`config.mk`:
```
export PLATFORM = sky130hd
export DESIGN_NAME = friscv_mem_arbiter
export DESIGN_NICKNAME = d
export VERILOG_FILES = /design/src/rtl/friscv_mem_arbiter.sv
export SDC_FILE = /design/constraint.sdc
export NUM_CORES = 1
export LEC_CHECK = 0
export CAP_MARGIN = 20
export CORE_AREA = 2 2 103 105
export CTS_CLUSTER_DIAMETER = 60
export DETAILED_ROUTE_END_ITERATION = 8
export DIE_AREA = 0 0 105 107
export PLACE_DENSITY = 0.68
export SLEW_MARGIN = 20
export SYNTH_ARGS = -nofsm -noshare
export SYNTH_HDL_FRONTEND = slang
export SYNTH_SLANG_ARGS = --single-unit
```
`constraint.sdc`:
```
create_clock -name aclk -period 3.1 [get_ports aclk]
set_clock_uncertainty 0.2 [all_clocks]
set_input_delay 0.465 -clock aclk [delete_from_list [all_inputs] [get_ports aclk]]
set_output_delay 0.465 -clock aclk [all_outputs]
set_load 0.005 [all_outputs]
```
`src/rtl/friscv_mem_arbiter.sv`:
```
// Two-master round-robin arbiter for the data-memory handshake bus.
// One transfer in flight at a time; an optional watchdog forces completion after TIMEOUT cycles.
module friscv_mem_arbiter #(
    parameter int unsigned ADDRW   = 16,
    parameter int unsigned XLEN    = 32,
    parameter int unsigned TIMEOUT = 0
) (
    input  logic                aclk,
    input  logic                srst,
    input  logic                m0_en,
    input  logic                m0_wr,
    input  logic [ADDRW-1:0]    m0_addr,
    input  logic [XLEN-1:0]     m0_wdata,
    input  logic [XLEN/8-1:0]   m0_strb,
    output logic [XLEN-1:0]     m0_rdata,
    output logic                m0_ready,
    input  logic                m1_en,
    input  logic                m1_wr,
    input  logic [ADDRW-1:0]    m1_addr,
    input  logic [XLEN-1:0]     m1_wdata,
    input  logic [XLEN/8-1:0]   m1_strb,
    output logic [XLEN-1:0]     m1_rdata,
    output logic                m1_ready,
    output logic                slv_en,
    output logic                slv_wr,
    output logic [ADDRW-1:0]    slv_addr,
    output logic [XLEN-1:0]     slv_wdata,
    output logic [XLEN/8-1:0]   slv_strb,
    input  logic [XLEN-1:0]     slv_rdata,
    input  logic                slv_ready,
    output logic [1:0]          grant,
    output logic                timeout
);

    typedef enum logic [1:0] {
        IDLE = 2'd0,
        GNT0 = 2'd1,
        GNT1 = 2'd2
    } state_t;

    state_t state_q, state_d;
    logic   ptr_q, ptr_d;       // 0: m0 favoured on contention, 1: m1 favoured
    logic   wd_limit;
    logic   own_en;
    logic   oth_en;
    logic   fire;
    logic   done;

    // Next state, pointer update and combinational routing of the granted master
    always_comb begin
        state_d   = state_q;
        ptr_d     = ptr_q;
        slv_en    = 1'b0;
        slv_wr    = 1'b0;
        slv_addr  = '0;
        slv_wdata = '0;
        slv_strb  = '0;
        m0_ready  = 1'b0;
        m0_rdata  = '0;
        m1_ready  = 1'b0;
        m1_rdata  = '0;
        grant     = 2'b00;
        timeout   = 1'b0;
        own_en    = 1'b0;
        oth_en    = 1'b0;
        fire      = 1'b0;
        done      = 1'b0;

        case (state_q)
            IDLE: begin
                if (m0_en && m1_en) begin
                    state_d = ptr_q ? GNT1 : GNT0;
                end else if (m0_en) begin
                    state_d = GNT0;
                end else if (m1_en) begin
                    state_d = GNT1;
                end
            end
            GNT0, GNT1: begin
                if (state_q == GNT0) begin
                    own_en    = m0_en;
                    oth_en    = m1_en;
                    slv_wr    = m0_wr;
                    slv_addr  = m0_addr;
                    slv_wdata = m0_wdata;
                    slv_strb  = m0_strb;
                    grant     = 2'b01;
                end else begin
                    own_en    = m1_en;
                    oth_en    = m0_en;
                    slv_wr    = m1_wr;
                    slv_addr  = m1_addr;
                    slv_wdata = m1_wdata;
                    slv_strb  = m1_strb;
                    grant     = 2'b10;
                end

                // A real reply at the limit cycle wins over the watchdog
                fire    = own_en & wd_limit & ~slv_ready;
                done    = (own_en & slv_ready) | fire;
                slv_en  = own_en & ~fire;
                timeout = fire;

                if (state_q == GNT0) begin
                    m0_ready = done;
                    m0_rdata = fire ? '0 : slv_rdata;
                end else begin
                    m1_ready = done;
                    m1_rdata = fire ? '0 : slv_rdata;
                end

                if (!own_en) begin
                    state_d = IDLE;
                end else if (done) begin
                    ptr_d   = (state_q == GNT0);
                    state_d = oth_en ? ((state_q == GNT0) ? GNT1 : GNT0) : IDLE;
                end
            end
            default: begin
                state_d = IDLE;
            end
        endcase
    end

    always_ff @(posedge aclk) begin
        if (srst) begin
            state_q <= IDLE;
            ptr_q   <= 1'b0;
        end else begin
            state_q <= state_d;
            ptr_q   <= ptr_d;
        end
    end

    if (TIMEOUT > 0) begin : g_wdog
        localparam int unsigned CNTW = (TIMEOUT > 1) ? $clog2(TIMEOUT) : 1;

        logic [CNTW-1:0] cnt_q, cnt_d;

        // Counts granted cycles of the current transfer; any state change restarts it
        always_comb begin
            cnt_d = '0;
            if (state_q != IDLE && state_d == state_q) begin
                cnt_d = cnt_q + CNTW'(1);
            end
        end

        always_ff @(posedge aclk) begin
            if (srst) begin
                cnt_q <= '0;
            end else begin
                cnt_q <= cnt_d;
            end
        end

        assign wd_limit = (cnt_q == CNTW'(TIMEOUT - 1));
    end else begin : g_no_wdog
        assign wd_limit = 1'b0;
    end

endmodule
```
==> results of run 1 <==
==> layer usage <==
layer  share of wire  track usage  vias up
li1                -            -     1233
met1            0.36        0.133     1112
met2            0.55        0.276      137
met3           0.076       0.0292        7
met4           0.011       0.0276        0
met5               0            0        -
==> registers in the layout (all words and copies together) (netlist names) <==
signal	count
ptr_q	1
state_q	2
==> report_power, final <==
| part | internal [W] | switching [W] | total (W) | leakage, nW |
|---|---|---|---|---|
| combinational | 0.000928 | 0.000561 | 0.00149 | 1.55 |
| clock | 0.0000881 | 0.0000305 | 0.000119 | 0.0228 |
| sequential | 0.0000460 | 0.00000679 | 0.0000527 | 0.0246 |
| total | 0.00106 | 0.000598 | 0.00166 | 1.60 |
==> worst max-delay path, delay by kind of cell, from the launching register on <==
family,cells,cell delay [ns]
simple gates,2,0.37
fa+ha+maj,1,0.34
buf+inv,3,0.89
flops,1,0.41
==> how the worst min path moves through the flow <==
stage / startpoint / to / cells after the start
2_1_floorplan: ptr_q / ptr_q / 3
6_report: ptr_q / ptr_q / 3
3_3_place_gp: ptr_q / ptr_q / 3
5_1_grt: ptr_q / ptr_q / 3
4_1_cts: ptr_q / ptr_q / 3
3_5_place_dp: ptr_q / ptr_q / 3
==> logic make-up after synthesis <==
logic type	synth area share
and+or+nand+nor	0.434
muxes	0.357
buffers and inverters	0.0802
AOI/OAI and AO/OA	0.0455
adders and majority gates	0.0413
DFF	0.0397
other	0.00248
==> cell usage in the layout, fill, tap and decap left out, types with 2 or more instances in the layout <==
cell type,n
sky130_fd_sc_hd__o31a_1,2
sky130_fd_sc_hd__buf_12,2
sky130_fd_sc_hd__inv_1,6
sky130_fd_sc_hd__clkbuf_8,3
sky130_fd_sc_hd__o32ai_1,2
sky130_fd_sc_hd__and3_1,2
sky130_fd_sc_hd__mux2i_1,54
sky130_fd_sc_hd__and2_1,64
sky130_fd_sc_hd__clkdlybuf4s50_1,264
sky130_fd_sc_hd__nor2b_1,2
sky130_fd_sc_hd__ha_1,4
sky130_fd_sc_hd__buf_4,2
sky130_fd_sc_hd__dfxtp_1,3
sky130_fd_sc_hd__nor2_1,55
==> final cells by class <==
cell class              instances  area share
repair buffers                269       0.622
multi-input cells             195       0.309
well taps                     136      0.0391
flip-flops and latches          3      0.0138
clock buffers                   4      0.0104
inverters                       6     0.00518
==> repair_timing <==
| item | 4_1_cts | 5_1_grt |
|---|---|---|
| endpoints found under the setup margin | 0 | 16 |
| endpoints found under the hold margin | 0 | 0 |
| setup buffers | 0 | 1 |
| hold buffers | 0 | 0 |
==> metrics by stage <==
step                      cells  cell area, µm²  setup slack [ns]  hold slack (ns)
after CTS                   612            4340            0.0669            0.377
after detailed placement    608            4300             0.316            0.372
after global placement      608            4300             0.351            0.348
after global routing        613            4350            0.0528            0.393
final                       613            4350             0.199            0.368
after floorplan             224            1510              1.05            0.320
==> cells in the mapped netlist <==
cell / instances / area, µm²
sky130_fd_sc_hd__or2_2: 1 / 6.26
sky130_fd_sc_hd__buf_4: 5 / 37.5
sky130_fd_sc_hd__o22a_1: 1 / 8.76
sky130_fd_sc_hd__nor3_1: 1 / 5.00
sky130_fd_sc_hd__buf_2: 4 / 20.0
sky130_fd_sc_hd__mux2i_1: 54 / 541
sky130_fd_sc_hd__conb_1: 1 / 3.75
sky130_fd_sc_hd__o32ai_1: 2 / 17.5
sky130_fd_sc_hd__nand3_1: 1 / 5.00
sky130_fd_sc_hd__ha_1: 5 / 62.6
sky130_fd_sc_hd__and3_1: 2 / 12.5
sky130_fd_sc_hd__a21boi_0: 1 / 7.51
sky130_fd_sc_hd__and2_1: 64 / 400
sky130_fd_sc_hd__buf_1: 2 / 7.51
sky130_fd_sc_hd__nor2b_1: 2 / 12.5
sky130_fd_sc_hd__nor2_1: 55 / 206
sky130_fd_sc_hd__inv_1: 6 / 22.5
sky130_fd_sc_hd__a32oi_1: 1 / 8.76
sky130_fd_sc_hd__o31a_1: 2 / 17.5
sky130_fd_sc_hd__or3b_1: 1 / 8.76
sky130_fd_sc_hd__clkbuf_1: 9 / 33.8
sky130_fd_sc_hd__dfxtp_1: 3 / 60.1
sky130_fd_sc_hd__o311ai_1: 1 / 8.76
==> results.txt, run 1 <==
Summing every instance area after synthesis gives 1510 µm². The flow ran to the end, and the final reports show no timing, DRC or antenna violations. Count of antenna-violating nets left after detailed routing: 0. The register area share after synthesis was 0.0397; the number of port buffers was 264.

Counting cells, the worst reg-to-reg path comes to 6. The startpoint type of the worst setup path is a flip-flop. The final routed DRC violation total was 0. Setup repair after global routing left no endpoint under its margin.

The tools report the type of element capturing the critical path as an output pin. Before antenna repair, the detailed router went through 4 iterations. After clock tree synthesis, the repair step resized 0 gates. The logs give 0.000149 V for the highest ir drop seen on vdd and 1350 µm² for the area taken by multi-input logic gates. In the final timing run, aggregate negative setup slack is 0 ns. Row generation in the floorplan step produced 37 rows. The initial core utilization is 0.150, and the clock sink total is 3. The run gives 0.00166 W as the final total power. TritonCTS built the clock tree. Counting flops and latches in the post-synthesis netlist gives 3. The cell count after synthesis came out at 224. The congestion estimate from routability-driven global placement came to 0.835.

The H-tree depth was 1. Wires add up to 8450 µm. The end of the worst register-to-register path is state_q[1]. The critical path data arrival time is 2.24 ns, and the antenna diode instance count is 0. The tools report the maximum number of pins on one net before global-route repair as 48. The critical path goes through inv_1, ha_1, nor2b_1, buf_4, and3_1, clkdlybuf4s50_1. Number of global-route vias before repair: 2417. The tools report the last element of the critical path as m1_ready. The tools report the final cell utilization of the core as 0.431. The startpoint identified for the worst register-to-register timing path is state_q[0].

After legalization and detailed placement, the total HPWL measured 7160 µm. Max-cap violations in this run came to 0. Setup slack on the worst reg-to-reg path comes out at 0.96 ns. The global-route wire length before repair is 12200 µm, and the routed via count divided by cell count is 4.06. The power density of the placed cells came out at 381 nW/µm². The per-instance average area after synthesis is 6.76 µm², and the I/O pin count is 266. Of all nets on the critical path, the largest fanout is 34.

The max-slew violation count was 0; the placeable core area was 10100 µm². Setup violations remaining at the end of the flow were counted as 0. The detailed-route wire length per cell came out at 13.8 µm. The final layout contains 626 nets.

The most critical setup path has its startpoint at state_q[0]. The total congestion overflow came out at 0. For the worst-skew pair, the clock arrives at the later sink with an insertion delay of 0.22 ns. Based on the critical path, the design can be clocked at up to 345 MHz. The via count of the routed design is 2489.

The longest individual stage delay on the worst path came out at 0.50 ns. Fraction of layout cells with a size suffix above 1: 0.0210. The number of nets in the synthesized netlist is 372, and the clock-pin slew of the registers on the worst-case setup and hold paths is 0.03 ns. The clock buffer count from CTS is 3, and the clock tree buffer depth is 2. Critical path start-end classification: reg -> out. For the finished layout, the period the worst path requires is 2.90 ns.

The overall die area was 11200 µm². The final critical-path share of the clock period is 0.936, and the floorplan die width is 105 µm. The count of unique library cells instantiated by Yosys was 23; the die height was 107 µm. The logs give 0 for the number of failing hold endpoints at the final stage and 1.60 nW for the static leakage. The worst min-delay path class was reg -> reg. The cell sitting at the root of the clock tree is a sky130_fd_sc_hd__clkbuf_8.

The number of antenna violations at the first check in global routing was 0. The slowest stage of the critical path belongs to the cell sky130_fd_sc_hd__clkdlybuf4s50_1. The area growth from synthesis to layout is 187%. The data required time at the worst endpoint is 2.43 ns, and the starting DRC count in detailed routing is 58. The sequential cells in the finished layout cover a total of 60.1 µm².

After filler insertion, the fill cell instance count of the layout stands at 1039. The Yosys step of the flow raised 0 warnings. The overall routing resource usage is 0.133.
No activity file was read; power rests on OpenSTA's default activity.
==> run 2: changes to the inputs <==
--- a/config.mk
+++ b/config.mk
@@ -10,7 +10,6 @@
 export CTS_CLUSTER_DIAMETER = 60
 export DETAILED_ROUTE_END_ITERATION = 8
 export DIE_AREA = 0 0 105 107
-export PLACE_DENSITY = 0.68
 export SLEW_MARGIN = 20
 export SYNTH_ARGS = -nofsm -noshare
 export SYNTH_HDL_FRONTEND = slang
==> results.txt, run 2 (synthesized netlist as in run 1, its figures left out) <==
The tools report the overall routing resource usage as 0.126. The worst setup path is launched from a flip-flop. The total negative setup slack came out at 0 ns. The logs give 8030 µm for the routed wire length and 1350 µm² for the area taken by multi-input logic gates. The number of placed instances, taps included is 612. For the initial core utilization, the log shows 0.150. The final routed DRC violation total is 0, and the clock-pin slew of the registers on the worst-case setup and hold paths is 0.03 ns. Fill cells in the final layout number 1043. After detailed routing, the average wire length per cell comes to 13.0 µm. Leaving out fill and tap cells, the most frequent cell in the layout is sky130_fd_sc_hd__clkdlybuf4s50_1. The worst register-to-register path has a depth of 6. Summed over all cells, the static leakage comes to 1.62 nW.

In this run, post-CTS repair resized a total of 0 instances. The tools report the global-route wire length before repair as 11900 µm. The tools report the number of failing hold endpoints at the final stage as 0. The flow ran to the end, and the final reports show no timing, DRC or antenna violations. For the H-tree depth, the log shows 1. Antenna diode instance count: 0.

Launching point of the worst reg2reg path: state_q[0]. The tree is rooted in a sky130_fd_sc_hd__clkbuf_8. During I/O placement, the number of pins put on the boundary was 266. For the final cell utilization of the core, the log shows 0.434.

The most critical setup path has its endpoint at m1_ready. The top cell types in the final layout, fill and taps aside, are sky130_fd_sc_hd__clkdlybuf4s50_1, sky130_fd_sc_hd__and2_1, sky130_fd_sc_hd__nor2_1. For this block, the via count after detailed routing is 2512. In this run the worst setup path begins at state_q[0]. The number of port buffers was 264.

TritonCTS built the clock tree. The count of standard-cell rows was 37; the area taken by flip-flops and latches was 60.1 µm². After clock tree synthesis, the setup repair step added 0 buffers. The congestion estimate from routability-driven global placement came to 0.823. Top fanout value on the critical path: 34. Starting DRC count in detailed routing: 79. The tools report the final-stage net count as 629. Setup repair after global routing left no endpoint under its margin. The register with the most flip-flops in the final layout is state_q. The tools report the maximum number of pins on one net before global-route repair as 57. In this run the critical register-to-register path is captured at state_q[1]. Final non-filler cell total: 616. The final critical-path share of the clock period came out at 0.937. The power density of the placed cells was 379 nW/µm²; the clock sink total was 3. The post-cts hold buffer count is 0. The count of max-cap constraint violations is 0, and the number of flip-flops in the largest register is 2. Detailed placement ended at an HPWL of 6860 µm. The count of endpoints failing setup in the final report is 0. STA classifies the critical path endpoint as an output pin. The fraction of layout cells with a size suffix above 1 works out to 0.0271.

The max-slew violation count was 0; the routed via count divided by cell count was 4.08. The tools report the placeable core area as 10100 µm². Data on the critical path is required at its endpoint by 2.43 ns.

The floorplan die width works out to 105 µm. STA puts the critical path data arrival time at 2.24 ns. The worst setup path is of the reg -> out kind. The largest registers in the layout are state_q: 2 flops, ptr_q: 1 flops. The run gives 11200 µm² as the overall die area.

The first detailed-routing pass ran for 5 iterations. The count of antenna-violating nets left after detailed routing is 0, and the highest achievable clock rate is 344 MHz. The number of global-route vias before repair was 2522; the clock tree buffer depth was 2.

The total congestion overflow is 0, and the worst-skew pair later-pin latency is 0.22 ns. From synthesis to final layout, the design area changed by 190%. The tools report the clock buffer count from CTS as 3. For the number of antenna violations at the first check in global routing, the log shows 0. The register-to-register path setup slack was 0.92 ns. The min-delay analysis places its worst path in the category reg -> reg. The worst path in the final design needs a cycle of 2.90 ns, including I/O delays and setup. The die is 107 µm tall.

For the highest ir drop seen on vdd, the log shows 0.000221 V.
## run 2: cell count changes in the layout (fill, tap and decap cells not counted), sizes merged
| cell | change |
|---|---|
| clkinv | +1 |
| inv | -1 |
| buf | +3 |
## run 2: metrics by stage
| stage | hold WS, ns | worst slack [ns] | instance area [µm²] | total power [W] |
|---|---|---|---|---|
| finish | 0.376 | 0.197 | 4380 | 0.00166 |
| global route | 0.398 | 0.0156 | 4380 | 0.00179 |
| CTS | 0.375 | 0.175 | 4380 | 0.00169 |
| detailed placement | 0.369 | 0.409 | 4340 | 0.00157 |
| global placement | 0.369 | 0.456 | 4340 | 0.00156 |
| floorplan | 0.320 | 1.05 | 1510 | 0.000629 |
## run 2: area by class of cell
| class | count | area share |
|---|---|---|
| inverter | 6 | 0.00514 |
| tap | 136 | 0.0388 |
| timing repair buffer | 272 | 0.625 |
| multi-input combinational | 195 | 0.307 |
| sequential | 3 | 0.0137 |
| clock buffer | 4 | 0.0103 |
## run 2: worst min-delay path by stage
| stage | startpoint | to | slack [ns] | cells past startpoint |
|---|---|---|---|---|
| after floorplan | ptr_q | ptr_q | 0.32 | 3 |
| after global placement | ptr_q | ptr_q | 0.37 | 3 |
| after detailed placement | ptr_q | ptr_q | 0.37 | 3 |
| after CTS | ptr_q | ptr_q | 0.38 | 3 |
| after global routing | ptr_q | ptr_q | 0.40 | 3 |
| final | ptr_q | ptr_q | 0.38 | 3 |
## run 2: power breakdown
part            total, W  leakage (nW)  internal [W]  switching, W
registers      0.0000532        0.0246     0.0000460    0.00000717
clock network   0.000113        0.0228     0.0000876     0.0000253
logic            0.00150          1.57      0.000938      0.000557
## run 2: worst max-delay path, stage by stage, from the launching register on
cell and delay [ns]:
sky130_fd_sc_hd__dfxtp_1 0.41, sky130_fd_sc_hd__inv_1 0.12, sky130_fd_sc_hd__ha_1 0.33, sky130_fd_sc_hd__nor2b_1 0.14
sky130_fd_sc_hd__buf_4 0.29, sky130_fd_sc_hd__and3_1 0.22, sky130_fd_sc_hd__clkdlybuf4s50_1 0.51
## run 2: routing by layer
layer / track usage / wire length [µm]
met4: 0.0200 / 78
met3: 0.0413 / 890
met2: 0.254 / 4100
met1: 0.128 / 2960
met5: 0 / 0
==> run 3: changes to the inputs <==
--- a/config.mk
+++ b/config.mk
@@ -10,6 +10,7 @@
 export CTS_CLUSTER_DIAMETER = 60
 export DETAILED_ROUTE_END_ITERATION = 8
 export DIE_AREA = 0 0 105 107
+export GPL_TIMING_DRIVEN = 0
 export SLEW_MARGIN = 20
 export SYNTH_ARGS = -nofsm -noshare
 export SYNTH_HDL_FRONTEND = slang
==> results.txt, run 3 (synthesized netlist as in run 1, its figures left out) <==
The flow ran to the end, and the final reports show no timing, DRC or antenna violations. Number of flip-flops in the largest register: 2. The final routed DRC violation total is 0, and the hold-critical path depth is 3.

The fraction of layout cells with a size suffix above 1 came out at 0.0447. For the worst setup path, the data required time is 2.43 ns. The worst-case reg-to-reg path depth was 6; the via count of the routed design was 2517. After detailed placement, the total cell area comes to 4330 µm².

Initial core utilization: 0.150. Routability-driven placement finished with a final weighted congestion of 0.834. The clock-pin slew of the registers on the worst-case setup and hold paths is 0.03 ns, and the starting DRC count in detailed routing is 96. In the routed layout, each cell is associated on average with a via count of 4.01. The final critical-path share of the clock period was 0.965. Counting the fill cells in the layout gives 1057. For the number of failing hold endpoints at the final stage, the log shows 0. The die height came out at 107 µm. The clock sink total was 3; the area added between synthesis and finish was 190%.

The area taken by flip-flops and latches came out at 60.1 µm². The critical path start-end classification was reg -> out. The top fanout value on the critical path works out to 10. The total negative setup slack is 0 ns. STA classifies the critical path endpoint as an output pin. The final total power is 0.00167 W.

The power density of the placed cells came out at 380 nW/µm². Cell with the largest stage delay on the worst path: sky130_fd_sc_hd__clkdlybuf4s50_1. The largest registers in the layout are state_q: 2 flops, ptr_q: 1 flops. The count of endpoints failing setup in the final report is 0. For the post-detailed-placement half-perimeter wirelength, the log shows 7450 µm. In the layout the commonest cells are sky130_fd_sc_hd__clkdlybuf4s50_1, sky130_fd_sc_hd__and2_1, sky130_fd_sc_hd__nor2_1. The run gives 334 MHz as the highest achievable clock rate.

Subtracting the final worst setup slack from the clock period gives 2.99 ns. The final layout contains routed wiring with a total length of 8390 µm. The root buffer cell is sky130_fd_sc_hd__clkbuf_8. Max-cap violations in this run came to 0. In this run the critical register-to-register path is captured at state_q[0]. The number of antenna violations at the first check in global routing was 0; the H-tree depth was 1. Setup repair after global routing could not meet its margin everywhere. The die covers 11200 µm². VDD sags by at most 0.000172 V. The tools report the number of global-route vias before repair as 2502. Once layout is done, the placed cells without fillers occupy 4390 µm².

The startpoint identified for the worst register-to-register timing path is state_q[1]. The post-CTS setup repair buffer count was 0. Traced cell by cell, the critical path runs through inv_1, ha_1, buf_2, nor2b_2, clkbuf_2, and2_1, clkdlybuf4s50_1.

The first-pass iteration count of the detailed router is 5. The max-slew violation count was 0; the static leakage was 1.65 nW. Startpoint type of the worst setup path: a flip-flop. The tools report the launch point of the worst hold path as ptr_q.

The number of port buffers is 264, and the clock buffer count from CTS is 3. The count of standard-cell rows was 37. The run gives 0.134 as the overall routing resource usage.

Worst min-delay path class: reg -> reg. The count of nets left with antenna violations once routing finished came out at 0. The longest individual stage delay on the worst path works out to 0.51 ns.

The worst-skew pair later-pin latency is 0.22 ns. The first global-routing pass estimated 12300 µm of wire. Setup slack on the worst reg-to-reg path comes out at 1.24 ns.

In this run the deepest clock path goes through 2 buffers. The die is 105 µm wide. Entering global routing, the biggest net connects 11 pins. TritonCTS built the clock tree.

The logs give 0 for the antenna diode instance count and 641 for the final-stage net count. The placeable core area is 10100 µm². Most common library cell in the layout ignoring fill and taps: sky130_fd_sc_hd__clkdlybuf4s50_1. The multi-input combinational cells in the finished layout cover a total of 1340 µm².

The detailed-route wire length per cell is 13.4 µm. The tools report the destination of the worst hold path as ptr_q. For this run the aggregate overflow at the end of global routing stands at 0. STA puts the critical path data arrival time at 2.33 ns. The register with the highest flop count was state_q. 266 I/O pins were placed.
run 3: cell count changes in the layout (fill, tap and decap cells not counted), sizes merged:
cell    delta
buf        +1
inv        +1
clkinv     -1
clkbuf    +11
run 3: cell type report:
class,instances,share of cell area
Inverter,6,0.00513
Buffer,20,0.0265
Tap cell,136,0.0387
Multi-Input combinational cell,195,0.304
Clock buffer,4,0.0103
Sequential cell,3,0.0137
Timing Repair Buffer,264,0.602
run 3: worst max-delay path, delay by kind of cell (launching register included):
family	cells	cell delay (ns)
adder cells (fa/ha/maj)	1	0.21
buffers and inverters	4	1.05
flip-flops	1	0.35
AND/OR/NAND/NOR	2	0.49
run 3: worst max path at each step:
| stage | startpoint | endpoint | slack, ns |
|---|---|---|---|
| after floorplan | state_q[1] | m1_rdata[10] | 1.05 |
| after global placement | state_q[1] | m1_rdata[24] | 0.08 |
| final | state_q[1] | m1_rdata[7] | 0.11 |
| after detailed placement | state_q[1] | m1_rdata[22] | 0.05 |
| after global routing | state_q[1] | m1_rdata[21] | -0.004 |
| after CTS | state_q[1] | m1_rdata[20] | 0.02 |
run 3: repair_timing:
action | in CTS | in global routing
setup endpoints to repair | 30 | 70
pin swaps | 0 | 0
hold buffers | 0 | 0
resized for setup | 3 | 12
run 3: layer usage:
metal | routed length [µm] | global-route usage
met4 | 33 | 0.0152
met1 | 3020 | 0.137
met3 | 854 | 0.0371
met5 | 0 | 0
met2 | 4490 | 0.274
run 3: power breakdown:
part / leakage, nW / internal, W / total (W) / switching (W)
combinational: 1.60 / 0.000930 / 0.00150 / 0.000572
clock: 0.0228 / 0.0000878 / 0.000115 / 0.0000272
sequential: 0.0246 / 0.0000460 / 0.0000520 / 0.00000602
total: 1.65 / 0.00106 / 0.00167 / 0.000605
run 3: per-stage QoR:
step,util,hold WS [ns],cells,setup WS [ns]
6_report,0.435,0.363,628,0.109
5_1_grt,0.435,0.378,628,-0.00437
4_1_cts,0.434,0.359,628,0.0243
3_5_place_dp,0.429,0.351,624,0.0490
3_3_place_gp,0.429,0.359,624,0.0783
2_1_floorplan,-,0.320,224,1.05
